## config.mk

```make
export PLATFORM = sky130hd
export DESIGN_NAME = four_adder
export DESIGN_NICKNAME = d
export VERILOG_FILES = /design/src/rtl/four_adder_pkg.sv /design/src/rtl/fa_cell.sv /design/src/rtl/four_adder.sv
export SDC_FILE = /design/constraint.sdc
export NUM_CORES = 1
export LEC_CHECK = 0
export CELL_PAD_IN_SITES_DETAIL_PLACEMENT = 2
export CELL_PAD_IN_SITES_GLOBAL_PLACEMENT = 2
export CORE_MARGIN = 5
export CORE_UTILIZATION = 21
export DETAILED_ROUTE_END_ITERATION = 6
export GPL_TIMING_DRIVEN = 0
export PLACE_DENSITY_LB_ADDON = 0.1
export RECOVER_POWER = 25
export SYNTH_ARGS = -nofsm -noshare
export SYNTH_HDL_FRONTEND = slang
export SYNTH_SLANG_ARGS = --single-unit
```

## constraint.sdc

```tcl
create_clock -name clk -period 6.7 [get_ports clk]
set_input_delay 1.34 -clock clk [delete_from_list [all_inputs] [get_ports clk]]
set_output_delay 1.34 -clock clk [all_outputs]
set_load 0.01 [all_outputs]
```

## src/rtl/four_adder_pkg.sv

```systemverilog
// Shared constants and types for the registered adder and its display consumer.
package four_adder_pkg;

   localparam int ADD_W = 4;

   typedef logic [ADD_W-1:0] nibble_t;

   // Active-high segments {g,f,e,d,c,b,a} for hex digits 0..F.
   localparam logic [6:0] SEG_LUT [16] = '{
      7'h3F, 7'h06, 7'h5B, 7'h4F, 7'h66, 7'h6D, 7'h7D, 7'h07,
      7'h7F, 7'h6F, 7'h77, 7'h7C, 7'h39, 7'h5E, 7'h79, 7'h71
   };

   function automatic logic [6:0] seg7(input nibble_t digit);
      return SEG_LUT[digit];
   endfunction

endpackage

```

## src/rtl/fa_cell.sv

```systemverilog
// One-bit full adder cell, the link of the ripple-carry chain.
module fa_cell (
   input  logic x,
   input  logic y,
   input  logic cin,
   output logic sum,
   output logic carry
);

   assign sum   = x ^ y ^ cin;
   assign carry = (x & y) | (cin & (x ^ y));

endmodule

```

## src/rtl/four_adder.sv

```systemverilog
// Registered ripple-carry adder with carry-in/out and a one-cycle valid pulse.
// Define FOUR_ADDER_OVF_EN to add a registered signed-overflow output (ovf).
module four_adder
   import four_adder_pkg::*;
#(
   parameter int WIDTH = ADD_W
) (
   input  logic             clk,
   input  logic             rst_n,
   input  logic [WIDTH-1:0] a,
   input  logic [WIDTH-1:0] b,
   input  logic             ci,
   input  logic             in_valid,
   output logic [WIDTH-1:0] s,
   output logic             cout,
   output logic             out_valid
`ifdef FOUR_ADDER_OVF_EN
   ,
   output logic             ovf
`endif
);

   logic [WIDTH:0]   c;
   logic [WIDTH-1:0] sum_next;
   logic [WIDTH-1:0] s_reg;
   logic             cout_reg;
   logic             valid_reg;

   assign c[0] = ci;

   generate
      for (genvar gi = 0; gi < WIDTH; gi++) begin : g_chain
         fa_cell u_fa (
            .x     (a[gi]),
            .y     (b[gi]),
            .cin   (c[gi]),
            .sum   (sum_next[gi]),
            .carry (c[gi+1])
         );
      end
   endgenerate

   // rst_n is active-high; s/cout only load on accepted operands so idle inputs never reach state.
   always_ff @(posedge clk) begin
      if (rst_n) begin
         s_reg     <= '0;
         cout_reg  <= 1'b0;
         valid_reg <= 1'b0;
      end else begin
         valid_reg <= in_valid;
         if (in_valid) begin
            s_reg    <= sum_next;
            cout_reg <= c[WIDTH];
         end
      end
   end

   assign s         = s_reg;
   assign cout      = cout_reg;
   assign out_valid = valid_reg;

`ifdef FOUR_ADDER_OVF_EN
   logic ovf_reg;

   always_ff @(posedge clk) begin
      if (rst_n) begin
         ovf_reg <= 1'b0;
      end else if (in_valid) begin
         ovf_reg <= c[WIDTH] ^ c[WIDTH-1];
      end
   end

   assign ovf = ovf_reg;
`endif

endmodule

```

=== Yosys cells after proc, flatten, opt, wreduce, memory -nomap -nowiden ===
Cells that the tools add are included.

* Register bits after elaboration: 6
* Bits of input ports: 12
* Output and inout bits: 6
* Word-level logic and storage cells: 23

* Bitwise gates (word level): 20

{| class="wikitable"
|+ Operators with widths
! kind !! count
|-
| bitwise AND 1 bit || 8
|-
| XOR 1 bit || 8
|-
| bitwise OR 1 bit || 4
|}

=== Longest topological paths before layout ===
Gate-level depths: netlist (run 1).

* Depth after elaboration: 9
* Mapped depth: 8

=== Modules after synthesis ===
A second synthesis (run 1) with hierarchy kept.

* Cell total of the unflattened synthesis: 22
* Area, all modules: 286.5 sq um

{| class="wikitable"
|+ By module, submodules not included
! module !! instances !! cells each !! area each (sq um) !! sequential area each (sq um)
|-
| four_adder || 1 || 18 || 206.4 || 120.1
|-
| fa_cell || 4 || 1 || 20.0 || 0.0
|}

=== Worst setup path before layout (run 1) ===
Ideal clock, no wire load.

* Kind: input -> register
* Start: in a[0]
* End: reg s_reg[3] (netlist: s[3])
* Setup time: 0.079 ns
* Data arrival time: 2.998 ns
* Setup slack: 3.623 ns
* Stages on the path: 8
* Path buffers: 0
* Path through: inv_1 -> fa_1 -> inv_1 -> fa_1 -> fa_1 -> inv_1 -> fa_1 -> a211oi_2

* Longest elaborated chain between the ends: 8
* Elaborated cells between the ends (all ways): 9

{| class="wikitable"
|+ Ends and longest elaborated chain
! what !! line !! source
|-
| start, declared || four_adder.sv:10 || <nowiki>input logic [WIDTH-1:0] a,</nowiki>
|-
| XOR 1 bit || fa_cell.sv:11 || <nowiki>assign carry = (x & y) | (cin & (x ^ y));</nowiki>
|-
| bitwise AND 1 bit || fa_cell.sv:11 ||
|-
| bitwise OR 1 bit (*) || fa_cell.sv:11 ||
|-
| bitwise AND 1 bit (*) || fa_cell.sv:11 ||
|-
| bitwise OR 1 bit (*) || fa_cell.sv:11 ||
|-
| bitwise AND 1 bit (*) || fa_cell.sv:11 ||
|-
| bitwise OR 1 bit (*) || fa_cell.sv:11 ||
|-
| XOR 1 bit (*) || fa_cell.sv:10 || <nowiki>assign sum = x ^ y ^ cin;</nowiki>
|-
| end signal, assigned || four_adder.sv:52 || <nowiki>s_reg <= sum_next;</nowiki>
|-
| end, declared || four_adder.sv:25 || <nowiki>logic [WIDTH-1:0] s_reg;</nowiki>
|}

Mark *: on every way between the ends. The rest lies on a longest branch, timed or not.
A chain may end at the register's enable or synchronous reset.

=== Worst setup path after layout (run 1) ===
Ends and elaborated chain as after synthesis.

==> results of run 1 <==
-- cells by family (layout without fill, tap and decap cells) --
kind of cell | Yosys count | in the layout | share of synthesized area (%)
simple gates | 6 | 6 | 8.53
flops | 6 | 6 | 37.2
compound gates | 3 | 3 | 11.6
buf+inv | 8 | 27 | 11.6
fa+ha+maj | 4 | 4 | 24.8
mux | 2 | 2 | 6.20
-- worst paths after layout --
kind / endpoint / slack, ns / cells after the start
worst min register to register: s[2] / 0.50 / 2
worst max-delay path: s[3] / 3.37 / 9
worst max register to register: s[0] / 6.04 / 2
worst min-delay path: s[2] / 0.50 / 2
-- power by group through the flow --
stage	Sequential (mW)	Clock, mW	Combinational [mW]
floorplan	0.0428	0	0.0111
global placement	0.0411	0	0.0274
detailed placement	0.0414	0	0.0289
CTS	0.0406	0.0354	0.0290
global route	0.0409	0.0371	0.0302
finish	0.0406	0.0330	0.0272
-- through the flow --
stage	cell area (sq um)	power [mW]	std cells	worst slack [ns]	util [%]
2_1_floorplan	323	0.0539	29	3.62	-
6_report	520	0.101	64	3.37	35.0
4_1_cts	526	0.105	64	3.34	35.3
3_5_place_dp	503	0.0702	61	3.09	33.8
3_3_place_gp	503	0.0686	61	3.12	33.8
5_1_grt	520	0.108	64	3.25	35.0
-- cell usage after synthesis --
cell type / instances / share of area [%]
fa_1: 4 / 25
mux2i_1: 2 / 6.2
inv_1: 7 / 8.1
dfxtp_1: 6 / 37
buf_6: 1 / 3.5
nor2_2: 1 / 1.9
a211oi_2: 3 / 12
nor2b_1: 1 / 1.9
nor2_1: 4 / 4.6
-- critical path, cell delays in order --
cell             delay, ns
clkdlybuf4s50_1       0.40
inv_1                 0.08
fa_1                  0.17
inv_1                 0.05
fa_1                  0.37
fa_1                  0.37
inv_1                 0.07
fa_1                  0.42
a211oi_2              0.22
-- layer usage --
| metal | vias to the layer above | part of all wire [%] | global-route usage, % |
|---|---|---|---|
| li1 | 127 | - | - |
| met1 | 128 | 36 | 7.02 |
| met2 | 11 | 53 | 12.7 |
| met3 | 0 | 11 | 3.36 |
| met4 | 0 | 0 | 4.04 |
| met5 | - | 0 | 0 |
-- area by class of cell --
cell class | instances | area (sq um)
well taps | 16 | 20.0
clock buffers | 3 | 22.5
fillers | 176 | 968
plain buffers | 1 | 11.3
flip-flops and latches | 6 | 120
repair buffers | 16 | 160
multi-input cells | 15 | 160
inverters | 7 | 26.3
==> out/results.ini, run 1 <==
[power_and_ir_drop]
ir_worst_vdd_v = 0.0000703
power.switching_uw = 25.2
pwr-share-seq_pct = 40.3
pwr-share-clk_pct = 32.7
switching_share_pct = 25.0
power_frac_comb_pct = 27.0
powerDensity_mw_per_mm2 = 194
intPower_uw = 75.5
p_leak_nw = 0.227

[route]
drt_iter0_markers = 2
route.detailed.drc = 0
wirelength_um = 790
vias = 266
ant_nets = 0
wire_per_inst_um = 12.3
first_pass_iters = 2
via_per_inst = 4.16

[timing]
post-route-period-util_pct = 49.6
slew-limit-headroom_pct = 81.3
fin_skew_ns = 0
setup_violations = 0
final_max_slew_viol_count = 0
fin_setup_tns_ns = 0
fin_crit_ns = 3.33
worstMarginPinSlew_ns = 0.279
rsz0062_at_grt = false
hold_viol = 0
clock.fmax_mhz = 301
finalHoldWorstSlack_ns = 0.502

[final_layout]
nets = 66
final_common_cell = clkdlybuf4s50_1
area_growth_pct = 61.2
final_cell_mix = clkdlybuf4s50_1 (14), inv_1 (7), dfxtp_1 (6), nor2_1 (4), fa_1 (4)
largest_reg_flops = 4
drive_above_1_share_pct = 14.6
antenna_cells = 0

[place]
io_buffers = 16
dp_hpwl_um = 702
gp_congestion = 0.621

[floorplanning]
num_rows = 14
die_w_um = 49.2
die_h_um = 49.2
coreArea_sq_mm = 0.00149
fp.dieArea_sq_mm = 0.00242
initial_core_util_pct = 21.7
ioPinCount = 18

[cts]
cts_buffer_depth = 2
cts.htree.levels = 1
cts_tree = done
cts_hold_buffers = 0
cts_root_buffer = clkbuf_4
clkTransAtPathRegs_ns = 0.05
clock-sinks = 6
cts_resized = 0
cts_buffers = 3
insertion_delay_ns = 0.24
postCtsSetupRepairBufs = 0

[setup_path]
r2r-start = s[0]
worstSetupStartpoint = a[0]
start_kind = input port
crit_required_ns = 6.86
cp_max_fo = 1
arrival_ns = 3.49
setup.worst_path.end_class = flop
crit_type = in -> reg

[synth]
synth_area_sq_um = 323
ys_ff_latch = 6
yosysUniqueCellTypes = 9
ys_seq_area_share_pct = 37.2
syn_inst = 29
yosysWarnings = 0
syn_nets = 45
syn_avg_cell_area_sq_um = 11.1

[global_route]
grt_pass1_vias = 326
grt_max_degree = 10
grt-ovfl-total = 0
track_usage_pct = 7.32
grt_pass1_wl_um = 1390
grt_antenna_before_repair = 0

[outcome]
status = complete, no violations

[run]
maxCapViolations = 0

[hold_path]
hp-class = reg -> reg
min-delay-start = s[2]

Power figures use the tool's default switching activity.
==> inputs of run 2 (changes only) <==
- CORE_UTILIZATION: 21 -> 20
- clock period: 6.7 -> 3.34 ns (I/O delays scaled with it)
==> run 2 against run 1 <==
Compared with the run above: non-clock buffer count stayed put; global-route usage fell by 0.50 points; clock power increased by 110%; via count is 1.9% lower; design area stayed put; final cell count did not move.
==> out/results.ini, run 2 (synthesis gave the netlist of run 1 again) <==
[outcome]
status = complete, no violations

[setup_path]
cp_max_fo = 1
crit_required_ns = 3.51
r2r_slack_ns = 2.68
start_kind = input port
setup.worst_path.end_class = flop
crit_type = in -> reg
arrival_ns = 2.82

[cts]
cts_root_buffer = clkbuf_4
clkTransAtPathRegs_ns = 0.05
postCtsSetupRepairBufs = 0
cts_tree = done
insertion_delay_ns = 0.24
clock-sinks = 6
cts_buffer_depth = 2
cts_hold_buffers = 0
cts_buffers = 3
cts_resized = 0
cts.htree.levels = 1

[timing]
rsz0062_at_grt = false
setup_violations = 0
hold_viol = 0
fin_setup_tns_ns = 0
fin_crit_ns = 2.65
post-route-period-util_pct = 79.2
clock.fmax_mhz = 378
finalHoldWorstSlack_ns = 0.482
worstMarginPinSlew_ns = 0.278
final_max_slew_viol_count = 0
setup_slack_ns = 0.693
slew-limit-headroom_pct = 81.4
fin_skew_ns = 0

[global_route]
grt_pass1_vias = 299
grt_pass1_wl_um = 1240
track_usage_pct = 6.81
grt_max_degree = 10
grt_antenna_before_repair = 0
grt-ovfl-total = 0

[final_layout]
finalCoreUtilization_pct = 34.2
drive_above_1_share_pct = 14.6
area_growth_pct = 61.2
nets = 66
fin_cells = 64
antenna_cells = 0
final_cell_mix = clkdlybuf4s50_1 (14), inv_1 (7), dfxtp_1 (6), nor2_1 (4), fa_1 (4)
largest_reg_flops = 4
final_area_sq_um = 520
final_common_cell = clkdlybuf4s50_1

[route]
via_per_inst = 4.08
vias = 261
first_pass_iters = 2
drt_iter0_markers = 1
wire_per_inst_um = 11.6
ant_nets = 0
route.detailed.drc = 0
wirelength_um = 742

[hold_path]
hp-class = reg -> reg

[floorplanning]
coreArea_sq_mm = 0.00152
initial_core_util_pct = 21.2
num_rows = 14
die_h_um = 50.2
ioPinCount = 18
fp.dieArea_sq_mm = 0.00252
die_w_um = 50.2

[power_and_ir_drop]
ir_worst_vdd_v = 0.000190
powerDensity_mw_per_mm2 = 389
power_uw = 203
p_leak_nw = 0.227

[place]
dp.cells = 61
place_area_sq_um = 503
gp_congestion = 0.636
preCtsSetupSlack_ns = 0.411
dp_hpwl_um = 640
io_buffers = 16

[run]
maxCapViolations = 0

-- run 2: cell counts in the layout (fill, tap and decap cells not counted) --
Identical to the previous run, type by type.
-- run 2: final timing paths --
check,to,cells after the start,startpoint
worst min-delay path,s[0],2,s[0]
worst max register to register,s[0],2,s[0]
worst min register to register,s[0],2,s[0]
worst max-delay path,s[3],9,a[0]
-- run 2: report_power, final --
part	internal, mW	leakage [nW]	switching, mW
clock network	0.0407	0.0138	0.0274
registers	0.0783	0.0498	0.00294
logic	0.0322	0.164	0.0211
-- run 2: cell type report --
type | count | area, sq um
Multi-Input combinational cell | 15 | 160
Clock buffer | 3 | 22.5
Fill cell | 161 | 1000
Timing Repair Buffer | 16 | 160
Buffer | 1 | 11.3
Sequential cell | 6 | 120
Inverter | 7 | 26.3
Tap cell | 16 | 20.0
-- run 2: worst max-delay path, cell delays in order --
cell             delay [ns]
clkdlybuf4s50_1        0.39
inv_1                  0.08
fa_1                   0.17
inv_1                  0.05
fa_1                   0.37
fa_1                   0.38
inv_1                  0.08
fa_1                   0.42
a211oi_2               0.21
-- run 2: per-layer routing --
| metal | GRT usage (%) | part of all wire, % |
|---|---|---|
| met1 | 6.35 | 35 |
| met2 | 10.9 | 56 |
| met3 | 6.51 | 8.2 |
| met4 | 1.31 | 0 |
| met5 | 0 | 0 |
==> inputs of run 3 (changes only) <==
- clock period: 3.34 -> 2.5 ns (I/O delays scaled with it)
==> run 3 against run 2 <==
Compared with the run above: die area stayed put; worst setup slack worse by 0.57 ns; first-iteration DRC count stayed put; utilization is 0.33 points higher; largest cell class unchanged; register-to-register slack worse by 0.84 ns; routed wire length is 1.1% lower; critical endpoint unchanged; power is 34% higher; flip-flop and latch count stayed put.
==> out/results.ini, run 3 (synthesis gave the netlist of run 1 again) <==
[global_route]
grt_pass1_vias = 302
track_usage_pct = 6.87
grt-ovfl-total = 0
grt_pass1_wl_um = 1260
grt_max_degree = 10
grt_antenna_before_repair = 0

[route]
wirelength_um = 734
ant_nets = 0
route.detailed.drc = 0
drt_iter0_markers = 1
via_per_inst = 4.06
vias = 260
wire_per_inst_um = 11.5
first_pass_iters = 2

[timing]
fin_crit_ns = 2.38
hold_viol = 0
finalHoldWorstSlack_ns = 0.483
rsz0062_at_grt = false
worstMarginPinSlew_ns = 0.274
final_max_slew_viol_count = 0
fin_skew_ns = 0
post-route-period-util_pct = 95.2
setup_slack_ns = 0.119
setup_violations = 0
clock.fmax_mhz = 420
fin_setup_tns_ns = 0
slew-limit-headroom_pct = 81.7

[cts]
cts_buffer_depth = 2
cts_buffers = 3
cts_hold_buffers = 0
insertion_delay_ns = 0.24
cts_tree = done
postCtsSetupRepairBufs = 0
cts_root_buffer = clkbuf_4
clock-sinks = 6
clkTransAtPathRegs_ns = 0.05
cts.htree.levels = 1

[place]
preCtsSetupSlack_ns = -0.261
place_area_sq_um = 503
io_buffers = 16
dp.cells = 61
dp_hpwl_um = 640
gp_congestion = 0.636

[setup_path]
start_kind = input port
reg2reg_depth = 2
setup.worst_path.end_class = flop
r2r-start = s[0]
arrival_ns = 2.55
crit_type = in -> reg
crit_path_end = s[3]
crit_required_ns = 2.67
r2r_slack_ns = 1.84
r2r-end = s[0]
cp_max_fo = 1
worstSetupStartpoint = a[0]

[power_and_ir_drop]
powerDensity_mw_per_mm2 = 518
p_leak_nw = 0.225
ir_worst_vdd_v = 0.000256
power_uw = 272

[hold_path]
min-delay-start = s[0]
hp-class = reg -> reg

[final_layout]
largest_reg_flops = 4
finalCoreUtilization_pct = 34.5
area_growth_pct = 62.8
final_area_sq_um = 526
final_cell_mix = clkdlybuf4s50_1 (14), inv_1 (6), dfxtp_1 (6), nor2_1 (4), clkbuf_4 (3)
fin_cells = 64
fill_cells = 160
nets = 66
final_common_cell = clkdlybuf4s50_1
drive_above_1_share_pct = 20.8
antenna_cells = 0

[run]
maxCapViolations = 0

[floorplanning]
die_w_um = 50.2
coreArea_sq_mm = 0.00152
num_rows = 14
fp.dieArea_sq_mm = 0.00252
die_h_um = 50.2
ioPinCount = 18
initial_core_util_pct = 21.2

[outcome]
status = complete, no violations

==> run 3: worst max-delay path, cell delays in order <==
cell             delay [ns]
clkdlybuf4s50_1        0.47
inv_2                  0.04
fa_1                   0.41
inv_1                  0.08
fa_2                   0.19
fa_2                   0.18
inv_1                  0.05
fa_1                   0.46
a211oi_2               0.17
==> run 3: layout make-up <==
class                           count  area (sq um)  share of cell area, %
Multi-Input combinational cell     15           165                   31.4
Timing Repair Buffer               16           160                   30.5
Buffer                              1          11.3                   2.14
Clock buffer                        3          22.5                   4.29
Sequential cell                     6           120                   22.9
Inverter                            7          26.3                   5.00
Tap cell                           16          20.0                   3.81
==> run 3: how the worst min path moves through the flow <==
stage,cells after the start,slack (ns),endpoint
after floorplan,2,0.51,s[0]
after detailed placement,2,0.49,s[2]
after global placement,2,0.48,s[2]
after global routing,2,0.49,s[3]
final,2,0.48,s[0]
after CTS,2,0.49,s[3]
==> run 3: routing by layer <==
| metal | global-route usage (%) | up-vias | part of all wire (%) | wire [um] |
|---|---|---|---|---|
| li1 | - | 125 | - | - |
| met1 | 6.53 | 126 | 36 | 263 |
| met2 | 10.9 | 9 | 56 | 409 |
| met3 | 6.51 | 0 | 8.3 | 61 |
| met4 | 1.31 | 0 | 0 | 0 |
| met5 | 0 | - | 0 | 0 |
==> run 3: report_power, final <==
group | switching (mW) | internal [mW] | total [mW]
clock network | 0.0367 | 0.0544 | 0.0911
registers | 0.00398 | 0.105 | 0.109
logic | 0.0287 | 0.0438 | 0.0725
total | 0.0694 | 0.203 | 0.272
==> run 3: repair_timing <==
item	4_1_cts	5_1_grt
setup endpoints to repair	1	1
pin swaps	0	2
resized for setup	1	2
